==> src/rtl/ram_arb_pkg.sv <==
// ram_arb_pkg
//   Shared definitions for the RAM port arbiter: FSM state encoding,
//   requester identifiers, RAM size codes and read/write codes, plus the
//   size-normalising helper applied to data-port requests.
package ram_arb_pkg;

   typedef enum logic [1:0] {
      ST_IDLE   = 2'd0,
      ST_ACTIVE = 2'd1,
      ST_DONE   = 2'd2
   } arbState_t;

   typedef enum logic {
      REQ_F = 1'b0,
      REQ_D = 1'b1
   } reqId_t;

   localparam logic [1:0] SZ_BYTE = 2'b00;
   localparam logic [1:0] SZ_HALF = 2'b01;
   localparam logic [1:0] SZ_WORD = 2'b10;

   localparam logic RW_READ  = 1'b1;
   localparam logic RW_WRITE = 1'b0;

   // The reserved size code is issued to the RAM as a plain word access.
   function automatic logic [1:0] effSize(input logic [1:0] size);
      logic [1:0] result;
      case (size)
         SZ_BYTE: result = SZ_BYTE;
         SZ_HALF: result = SZ_HALF;
         default: result = SZ_WORD;
      endcase
      return result;
   endfunction

endpackage

==> src/rtl/ram_arb_timeout.sv <==
// ram_arb_timeout
//   Down-counter guarding the MFC wait. Reloaded while 'load' is high,
//   counts while 'en' is high, and raises 'expired' during the CYCLES-th
//   enabled cycle after a reload.
// Ports:
//   clk, rst  clock and asynchronous active-high reset
//   load      reload the counter (arbiter idle)
//   en        count this cycle (arbiter waiting on MFC)
//   expired   combinational: wait limit reached in this cycle
module ram_arb_timeout #(
   parameter int unsigned CYCLES = 64
) (
   input  logic clk,
   input  logic rst,
   input  logic load,
   input  logic en,
   output logic expired
);

   localparam int unsigned CW = $clog2(CYCLES + 1);

   logic [CW-1:0] count;

   always_ff @(posedge clk or posedge rst) begin
      if (rst) begin
         count <= '0;
      end else if (load) begin
         count <= CW'(CYCLES - 1);
      end else if (en && (count != '0)) begin
         count <= count - 1'b1;
      end
   end

   assign expired = en && (count == '0);

endmodule

==> src/rtl/ram_port_arbiter.sv <==
// ram_port_arbiter
//   Shares one MFA/MFC RAM port between instruction fetch (F) and
//   load/store data access (D). One transaction runs at a time:
//   IDLE -> ACTIVE -> DONE -> IDLE. Ties are resolved round-robin, the
//   pointer moving to the loser after every grant (first tie goes to F).
// Ports:
//   Clk, reset                         clock, async active-high reset
//   fReq/fAddr -> fGnt/fDone/fRdata    fetch port (word reads only)
//   dReq/dRW/dSize/dAddr/dWdata
//              -> dGnt/dDone/dRdata    load/store port
//   ramMFA/ramRW/ramDataSize/ramAddress/ramDataOut  registered RAM drive
//   ramDataIn/ramMFC                   RAM response
//   memTimeout                         sticky MFC-timeout flag
// Configuration:
//   RAM_ARB_TIMEOUT_EN  when defined, an MFC wait longer than
//                       TIMEOUT_CYCLES aborts the access with read data
//                       32'hDEAD_BEEF and sets memTimeout; otherwise the
//                       arbiter waits indefinitely and memTimeout is 0.
module ram_port_arbiter
   import ram_arb_pkg::*;
#(
   parameter int unsigned ADDR_W         = 9,
   parameter int unsigned DATA_W         = 32,
   parameter int unsigned TIMEOUT_CYCLES = 64
) (
   input  logic              Clk,
   input  logic              reset,
   input  logic              fReq,
   input  logic [ADDR_W-1:0] fAddr,
   output logic              fGnt,
   output logic              fDone,
   output logic [DATA_W-1:0] fRdata,
   input  logic              dReq,
   input  logic              dRW,
   input  logic [1:0]        dSize,
   input  logic [ADDR_W-1:0] dAddr,
   input  logic [DATA_W-1:0] dWdata,
   output logic              dGnt,
   output logic              dDone,
   output logic [DATA_W-1:0] dRdata,
   output logic              ramMFA,
   output logic              ramRW,
   output logic [1:0]        ramDataSize,
   output logic [ADDR_W-1:0] ramAddress,
   output logic [DATA_W-1:0] ramDataOut,
   input  logic [DATA_W-1:0] ramDataIn,
   input  logic              ramMFC,
   output logic              memTimeout
);

   if (TIMEOUT_CYCLES < 1) begin : gBadTimeout
      $error("ram_port_arbiter: TIMEOUT_CYCLES must be at least 1");
   end

   arbState_t        state;
   reqId_t           rrPtr;
   reqId_t           owner;
   logic             pickF;
   logic             finishNow;
   logic [DATA_W-1:0] finishData;

   // F wins when it is the only requester or when the tie pointer favours it.
   assign pickF = fReq && (!dReq || (rrPtr == REQ_F));

`ifdef RAM_ARB_TIMEOUT_EN
   logic tmoExpired;

   ram_arb_timeout #(
      .CYCLES(TIMEOUT_CYCLES)
   ) uTimeout (
      .clk    (Clk),
      .rst    (reset),
      .load   (state == ST_IDLE),
      .en     (state == ST_ACTIVE),
      .expired(tmoExpired)
   );

   // A real MFC on the expiry cycle takes precedence over the timeout.
   always_comb begin
      finishNow  = ramMFC || tmoExpired;
      finishData = ramMFC ? ramDataIn : DATA_W'(32'hDEAD_BEEF);
   end
`else
   always_comb begin
      finishNow  = ramMFC;
      finishData = ramDataIn;
   end

   assign memTimeout = 1'b0;
`endif

   always_ff @(posedge Clk or posedge reset) begin
      if (reset) begin
         state       <= ST_IDLE;
         rrPtr       <= REQ_F;
         owner       <= REQ_F;
         fGnt        <= 1'b0;
         dGnt        <= 1'b0;
         fDone       <= 1'b0;
         dDone       <= 1'b0;
         fRdata      <= '0;
         dRdata      <= '0;
         ramMFA      <= 1'b0;
         ramRW       <= 1'b0;
         ramDataSize <= '0;
         ramAddress  <= '0;
         ramDataOut  <= '0;
`ifdef RAM_ARB_TIMEOUT_EN
         memTimeout  <= 1'b0;
`endif
      end else begin
         fDone <= 1'b0;
         dDone <= 1'b0;
         case (state)
            ST_IDLE: begin
               if (fReq || dReq) begin
                  ramMFA <= 1'b1;
                  state  <= ST_ACTIVE;
                  if (pickF) begin
                     owner       <= REQ_F;
                     rrPtr       <= REQ_D;
                     fGnt        <= 1'b1;
                     ramRW       <= RW_READ;
                     ramDataSize <= SZ_WORD;
                     ramAddress  <= fAddr;
                     ramDataOut  <= '0;
                  end else begin
                     owner       <= REQ_D;
                     rrPtr       <= REQ_F;
                     dGnt        <= 1'b1;
                     ramRW       <= dRW;
                     ramDataSize <= effSize(dSize);
                     ramAddress  <= dAddr;
                     ramDataOut  <= (dRW == RW_WRITE) ? dWdata : '0;
                  end
               end
            end
            ST_ACTIVE: begin
               if (finishNow) begin
                  ramMFA <= 1'b0;
                  fGnt   <= 1'b0;
                  dGnt   <= 1'b0;
                  state  <= ST_DONE;
                  if (owner == REQ_F) begin
                     fRdata <= finishData;
                     fDone  <= 1'b1;
                  end else begin
                     if (ramRW == RW_READ) begin
                        dRdata <= finishData;
                     end
                     dDone <= 1'b1;
                  end
`ifdef RAM_ARB_TIMEOUT_EN
                  if (!ramMFC) begin
                     memTimeout <= 1'b1;
                  end
`endif
               end
            end
            ST_DONE: begin
               // Dead cycle: gives the RAM time to drop MFC.
               state <= ST_IDLE;
            end
            default: begin
               state <= ST_IDLE;
            end
         endcase
      end
   end

endmodule

==> config.mk <==
export PLATFORM = sky130hd
export DESIGN_NAME = ram_port_arbiter
export DESIGN_NICKNAME = d
export VERILOG_FILES = /design/src/rtl/ram_arb_pkg.sv /design/src/rtl/ram_arb_timeout.sv /design/src/rtl/ram_port_arbiter.sv
export SDC_FILE = /design/constraint.sdc
export NUM_CORES = 1
export LEC_CHECK = 0
export ABC_AREA = 1
export CORE_UTILIZATION = 35
export DETAILED_ROUTE_END_ITERATION = 7
export PLACE_DENSITY = 0.69
export SYNTH_ARGS = -nofsm -noshare
export SYNTH_HDL_FRONTEND = slang
export SYNTH_SLANG_ARGS = --single-unit
==> constraint.sdc <==
create_clock -name Clk -period 8.6 [get_ports Clk]
set_input_delay 1.29 -clock Clk [delete_from_list [all_inputs] [get_ports Clk]]
set_output_delay 1.29 -clock Clk [all_outputs]
set_load 0.01 [all_outputs]
==> results.md, run 1 <==
* Crit path top cell by count: nand2_1
* Max Clock Skew at 7.55 ps
* TritonCTS clock tree: done
* Sink Count at 117
* Multi-input combinational cell area at 1430 um2
* Async set-or-reset flop fraction in the synthesized netlist at 1.00
* Minimum clock period at 3620 ps
* Final GP Congestion at 0.847
* Total GRT Usage at 0.196
* Global route overflow at 0
* WL/cell at 14.3 um
* EDFF count, synth at 0
* Critical Path Sink: fRdata[30]
* Initial antenna violation count at 0
* # Post-CTS Setup Buffers at 0
* Core area at 12800 um2
* Layout cells sized above 1 at 0.0536
* Grt peak-use layer: met2
* Synth top area share at 0.627
* Max Slew Vio Count at 0
* Most used DFF post-synth: dfrtp_1
* Most frequent cells in the layout: 202 x clkdlybuf4s50_1, 187 x nand2_1, 117 x dfrtp_1, 66 x o21ai_0, 50 x nand3_1
* Area Growth Syn to Fin at 58.4%
* Total vias in the final route at 4169
* # rows at 41
* Clock root buffer: clkbuf_16
* Yosys top cell by area: dfrtp_1
* Worst-margin pin slew at 1050 ps
* Synth area leaders: dfrtp_1 63%, nand2_1 15%, o21ai_0 7.1%, nand3_1 5.4%, inv_1 3.5%
* Hold Startpoint: fRdata[4]
* Die Wd at 118 um
* YS warnings at 0
* Fmax at 276 MHz
* Worst skew pair latency at 410 ps
* Final Instance Area at 7400 um2
* Grt met1 use at 0.254
* # diodes at 0
* Sum of negative setup slack at 0 ps
* Max_cap viols at 0
* RSZ-0062 raised after global routing: false
* Starting Density at 0.364
* FF/Latch Area at 2930 um2
* Cell family with most CP delay: buffers and inverters
* Reg2Reg Depth at 7
* Switching share of power at 0.325
* Final setup viols at 0
* Global-route wire length before repair at 21.3 mm
* Final ANT Viol Nets at 0
* Avg Inst Size Synth at 8.97 um2
* Lkg Pwr at 0.00339 uW
* DRC viols at 0
* Starting DRT DRC Count at 236
* Seq cells post-synth at 117
* Library cells used by synthesis at 19
* FF-to-FF Start: state[1]
* GR met3 Demand/Resource at 0.0814
* CP Buf/Inv Count at 3
* Comb pwr share at 0.391
* Setup CP Type: input pin to flop
* GR Util met2 at 0.293
* P per Cell Area at 367 nW/um2
* Sequential-to-total area share from yosys stat at 0.627
* Post-CTS sizing at 0
* Largest net degree at the start of global routing at 73
* Height of the die at 118 um
* Slew margin rel. at 0.298
* HP Class: flop to flop
* Die area at 13800 um2
* Buffers on Ports at 202
* NetSw at 884 uW
* CTS Buffer Depth at 2
* Post-synthesis cell area at 4670 um2
* CP endpoint kind: flop
* # IOs at 204
* CP cell instances: clkdlybuf4s50_1, nand3_1, inv_1, nand2_1, inv_1, nand2_1, nand2_1
* Reg power frac at 0.345
* Worst EP arrival at 3960 ps
* TritonCTS Buffers at 17
* Total routed wirelength at 12.8 mm
* Crit path largest cell delay at 1020 ps
* Period utilization at 0.421
* Hpwl dp at 8.73 mm
* Hold-fix buffer count after cts at 0
* Worst Setup Start Kind: input pin
* WP depth at 7
* Placed inst area at 6790 um2
* 1st-pass router iterations at 4
* Worst vdd ir at 0.224 mV
* Outcome: finished clean
* Slowest-stage cell, CP: inv_1
* Total power at 2720 uW
* Clock power frac at 0.264
* H-tree levels at 4
* Mapped Cells at 521
* R2r endpoint: fRdata[30]
* Reg2reg setup slack at 5910 ps
* Vias per cell at 4.63
* Critical path launch point: ramMFC
* Int Pwr at 1840 uW
* Syn_nets at 611
* Commonest non-fill, non-tap cell in the layout: clkdlybuf4s50_1
* Register clock-pin slew on the reported worst setup and hold paths at 50 ps
* Total Nets Final at 806
* Count of final hold-check violations at 0
* # fillers at 1102
* Worst EP required at 8940 ps
* Vias in the first global route at 4105
* Crit-path max FO at 33
## power groups by stage
stage | clock (uW) | sequential (uW) | combinational, uW
final | 717 | 939 | 1060
after global placement | 0 | 932 | 1050
after global routing | 761 | 968 | 1160
after CTS | 736 | 940 | 1080
after floorplan | 0 | 1040 | 345
after detailed placement | 0 | 940 | 1070
## routing by layer
metal,wire (um),part of all wire
met5,0,0
met1,5690,0.44
met4,179,0.014
met3,1260,0.098
met2,5710,0.44
## registers in the layout, indices dropped and copies added (netlist names)
name	count
ramAddress	9
ramRW	1
dGnt	1
ramDataSize	2
fDone	1
owner	1
dRdata	32
state	2
dDone	1
fGnt	1
ramDataOut	32
ramMFA	1
rrPtr	1
fRdata	32
## worst register-to-register path, delay by kind of cell, from the launching register on
family	cells	cell delay (ps)
AND/OR/NAND/NOR	4	1000
flip-flops	1	390
buffers and inverters	3	1240
## per-stage QoR
step	setup slack [ps]	std cells	hold WS (ps)	util
2_1_floorplan	4210	521	462	-
3_3_place_gp	4680	869	462	0.530
3_5_place_dp	4510	869	466	0.530
4_1_cts	4940	900	480	0.577
5_1_grt	4650	900	491	0.577
6_report	4980	900	477	0.577
## synth_stat cells (2+ instances only)
cell type,number
o21ai_1,2
buf_4,4
nand2_2,2
nand4_1,8
nand2_1,187
o21ai_0,66
nor2_1,10
dfrtp_1,117
inv_1,44
clkbuf_1,14
nand3_1,50
buf_2,10
## cell families after synthesis
| kind of cell | share of synthesized area |
|---|---|
| compound gates | 0.0739 |
| buf+inv | 0.0672 |
| other cells | 0.000802 |
| simple gates | 0.232 |
| flops | 0.627 |
## cell type report
type	count	share of cell area
clock inverter	9	0.0169
sequential	117	0.395
multi-input combinational	330	0.193
inverter	44	0.0226
tap	172	0.0291
clock buffer	22	0.0654
timing repair buffer	206	0.277
## worst min path at each step
stage	endpoint	slack [ps]	depth (start not counted)
detailed placement	fRdata[4]	470	2
floorplan	rrPtr	460	2
global route	fRdata[27]	490	2
CTS	fRdata[4]	480	2
finish	fRdata[4]	480	2
global placement	fRdata[27]	460	2
No activity file was read; power rests on OpenSTA's default activity.
==> run 2: changes to the inputs <==
--- a/config.mk
+++ b/config.mk
@@ -8,7 +8,7 @@
 export ABC_AREA = 1
 export CORE_UTILIZATION = 35
 export DETAILED_ROUTE_END_ITERATION = 7
-export PLACE_DENSITY = 0.69
+export PLACE_DENSITY = 0.71
 export SYNTH_ARGS = -nofsm -noshare
 export SYNTH_HDL_FRONTEND = slang
 export SYNTH_SLANG_ARGS = --single-unit
==> constraint.sdc (replaced) <==
create_clock -name Clk -period 3.1 [get_ports Clk]
set_input_delay 0.465 -clock Clk [delete_from_list [all_inputs] [get_ports Clk]]
set_output_delay 0.465 -clock Clk [all_outputs]
set_load 0.01 [all_outputs]
==> results.md, run 2 (same netlist as run 1, synthesis figures left out) <==
* Sink Count at 117 (unchanged)
* Total routed wirelength at 13.0 mm (was 12.8 mm)
* Reg power frac at 0.341 (was 0.345)
* Layout cells sized above 1 at 0.0560 (was 0.0536)
* Core area at 12800 um2 (unchanged)
* Int Pwr at 5190 uW (was 1840 uW)
* CTS Buffer Depth at 2 (unchanged)
* Finished Core Util at 0.582 (was 0.577)
* Max Clock Skew at 6.63 ps (was 7.55 ps)
* Slew margin rel. at 0.336 (was 0.298)
* Final ANT Viol Nets at 0 (unchanged)
* Worst EP arrival at 2220 ps (was 3960 ps)
* Hold-fix buffer count after cts at 0 (unchanged)
* P per Cell Area at 1030 nW/um2 (was 367 nW/um2)
* Starting DRT DRC Count at 237 (was 236)
* RSZ-0062 raised after global routing: false (unchanged)
* Clock root buffer: clkbuf_16 (unchanged)
* Worst Setup Start Kind: input pin (unchanged)
* Vias per cell at 4.64 (was 4.63)
* Worst vdd ir at 0.539 mV (was 0.224 mV)
* Area Growth Syn to Fin at 59.8% (was 58.4%)
* TritonCTS Buffers at 17 (unchanged)
* Sum of negative setup slack at 0 ps (unchanged)
* Fmax at 524 MHz
* Setup slack after layout at 1190 ps (was 4980 ps)
* Initial antenna violation count at 0 (unchanged)
* H-tree levels at 4 (unchanged)
* Setup WS pre-CTS at 840 ps (was 4510 ps)
* Most frequent cells in the layout: 202 x clkdlybuf4s50_1, 187 x nand2_1, 117 x dfrtp_1, 66 x o21ai_0, 50 x nand3_1 (unchanged)
* 1st-pass router iterations at 4 (unchanged)
* Die area at 13800 um2 (unchanged)
* Total power at 7660 uW (was 2720 uW)
* Period utilization at 0.616
* # IOs at 204 (unchanged)
* Global route overflow at 0 (unchanged)
* CP endpoint kind: flop (unchanged)
* Max Slew Vio Count at 0 (unchanged)
* Switching share of power at 0.323 (was 0.325)
* Lkg Pwr at 0.00342 uW (was 0.00339 uW)
* Setup CP Type: input pin to flop (unchanged)
* Total GRT Usage at 0.199 (was 0.196)
* WL/cell at 14.4 um (was 14.3 um)
* Total Nets Final at 809 (was 806)
* Vias in the first global route at 4219 (was 4105)
* Biggest regs: dRdata (32), fRdata (32), ramDataOut (32) (unchanged)
* Hpwl dp at 8.90 mm (was 8.73 mm)
* Total vias in the final route at 4194 (was 4169)
* Final setup viols at 0 (unchanged)
* # rows at 41 (unchanged)
* Crit-path max FO at 39 (was 33)
* DRC viols at 0 (unchanged)
* Max_cap viols at 0 (unchanged)
* Final Instance Area at 7470 um2 (was 7400 um2)
* TritonCTS clock tree: done (unchanged)
* Die Wd at 118 um (unchanged)
* Worst-margin pin slew at 995 ps (was 1050 ps)
* HP Class: flop to flop (unchanged)
* # diodes at 0 (unchanged)
* Buffers on Ports at 202 (unchanged)
* Outcome: finished clean (unchanged)
* # Post-CTS Setup Buffers at 0 (unchanged)
* Register clock-pin slew on the reported worst setup and hold paths at 50 ps (about the same)
* Largest net degree at the start of global routing at 118 (was 73)
* NetSw at 2470 uW (was 884 uW)
* Final GP Congestion at 0.821 (was 0.847)
* Commonest non-fill, non-tap cell in the layout: clkdlybuf4s50_1 (unchanged)
* Worst EP required at 3410 ps (was 8940 ps)
* Global-route wire length before repair at 21.6 mm (was 21.3 mm)
* Height of the die at 118 um (unchanged)
* Reg2reg setup slack at 1430 ps (was 5910 ps)
* Clock power frac at 0.269 (was 0.264)
* Worst skew pair latency at 410 ps (about the same)
* Minimum clock period at 1910 ps
* Placed inst area at 6840 um2 (was 6790 um2)
* Starting Density at 0.364 (unchanged)
* Comb pwr share at 0.390 (was 0.391)
* Post-CTS sizing at 0 (unchanged)
* Count of final hold-check violations at 0 (unchanged)
-- run 2: cell type report --
class                      instances  area, um2
multi-input combinational        330       1430
tap                              172        215
clock buffer                      23        478
sequential                       117       2930
inverter                          44        169
fill                            1141       5360
timing repair buffer             209       2100
clock inverter                     9        149
-- run 2: through the flow --
stage / hold WS, ps / instances
2_1_floorplan: 462 / 521
3_3_place_gp: 463 / 872
3_5_place_dp: 469 / 872
4_1_cts: 483 / 904
5_1_grt: 501 / 904
6_report: 480 / 904
-- run 2: layer usage --
layer,vias up,track usage,share of wire
li1,2048,-,-
met1,1940,0.259,0.45
met2,183,0.290,0.43
met3,23,0.0809,0.10
met4,0,0.0857,0.019
met5,-,0,0
-- run 2: final timing paths --
path | from | end | cells after the start
max | fReq | ramDataOut[9] | 5
max reg2reg | state[1] | fRdata[2] | 9
min in group asynchronous | reset | dRdata[13] | 3
min | ramMFA | ramMFA | 2
min reg2reg | ramMFA | ramMFA | 2
max in group asynchronous | reset | ramAddress[4] | 3
-- run 2: worst max-delay path, stage by stage --
cell and delay (ps):
clkdlybuf4s50_1 640, nand2_1 320, buf_4 420, nand3_1 130, o21ai_0 220
-- run 2: power by group through the flow --
stage                     registers [uW]  logic (uW)  clock network, uW
after CTS                           2620        3030               2110
final                               2610        2990               2060
after global routing                2700        3270               2180
after detailed placement            2620        3010                  0
after global placement              2600        2950                  0
after floorplan                     2890         957                  0
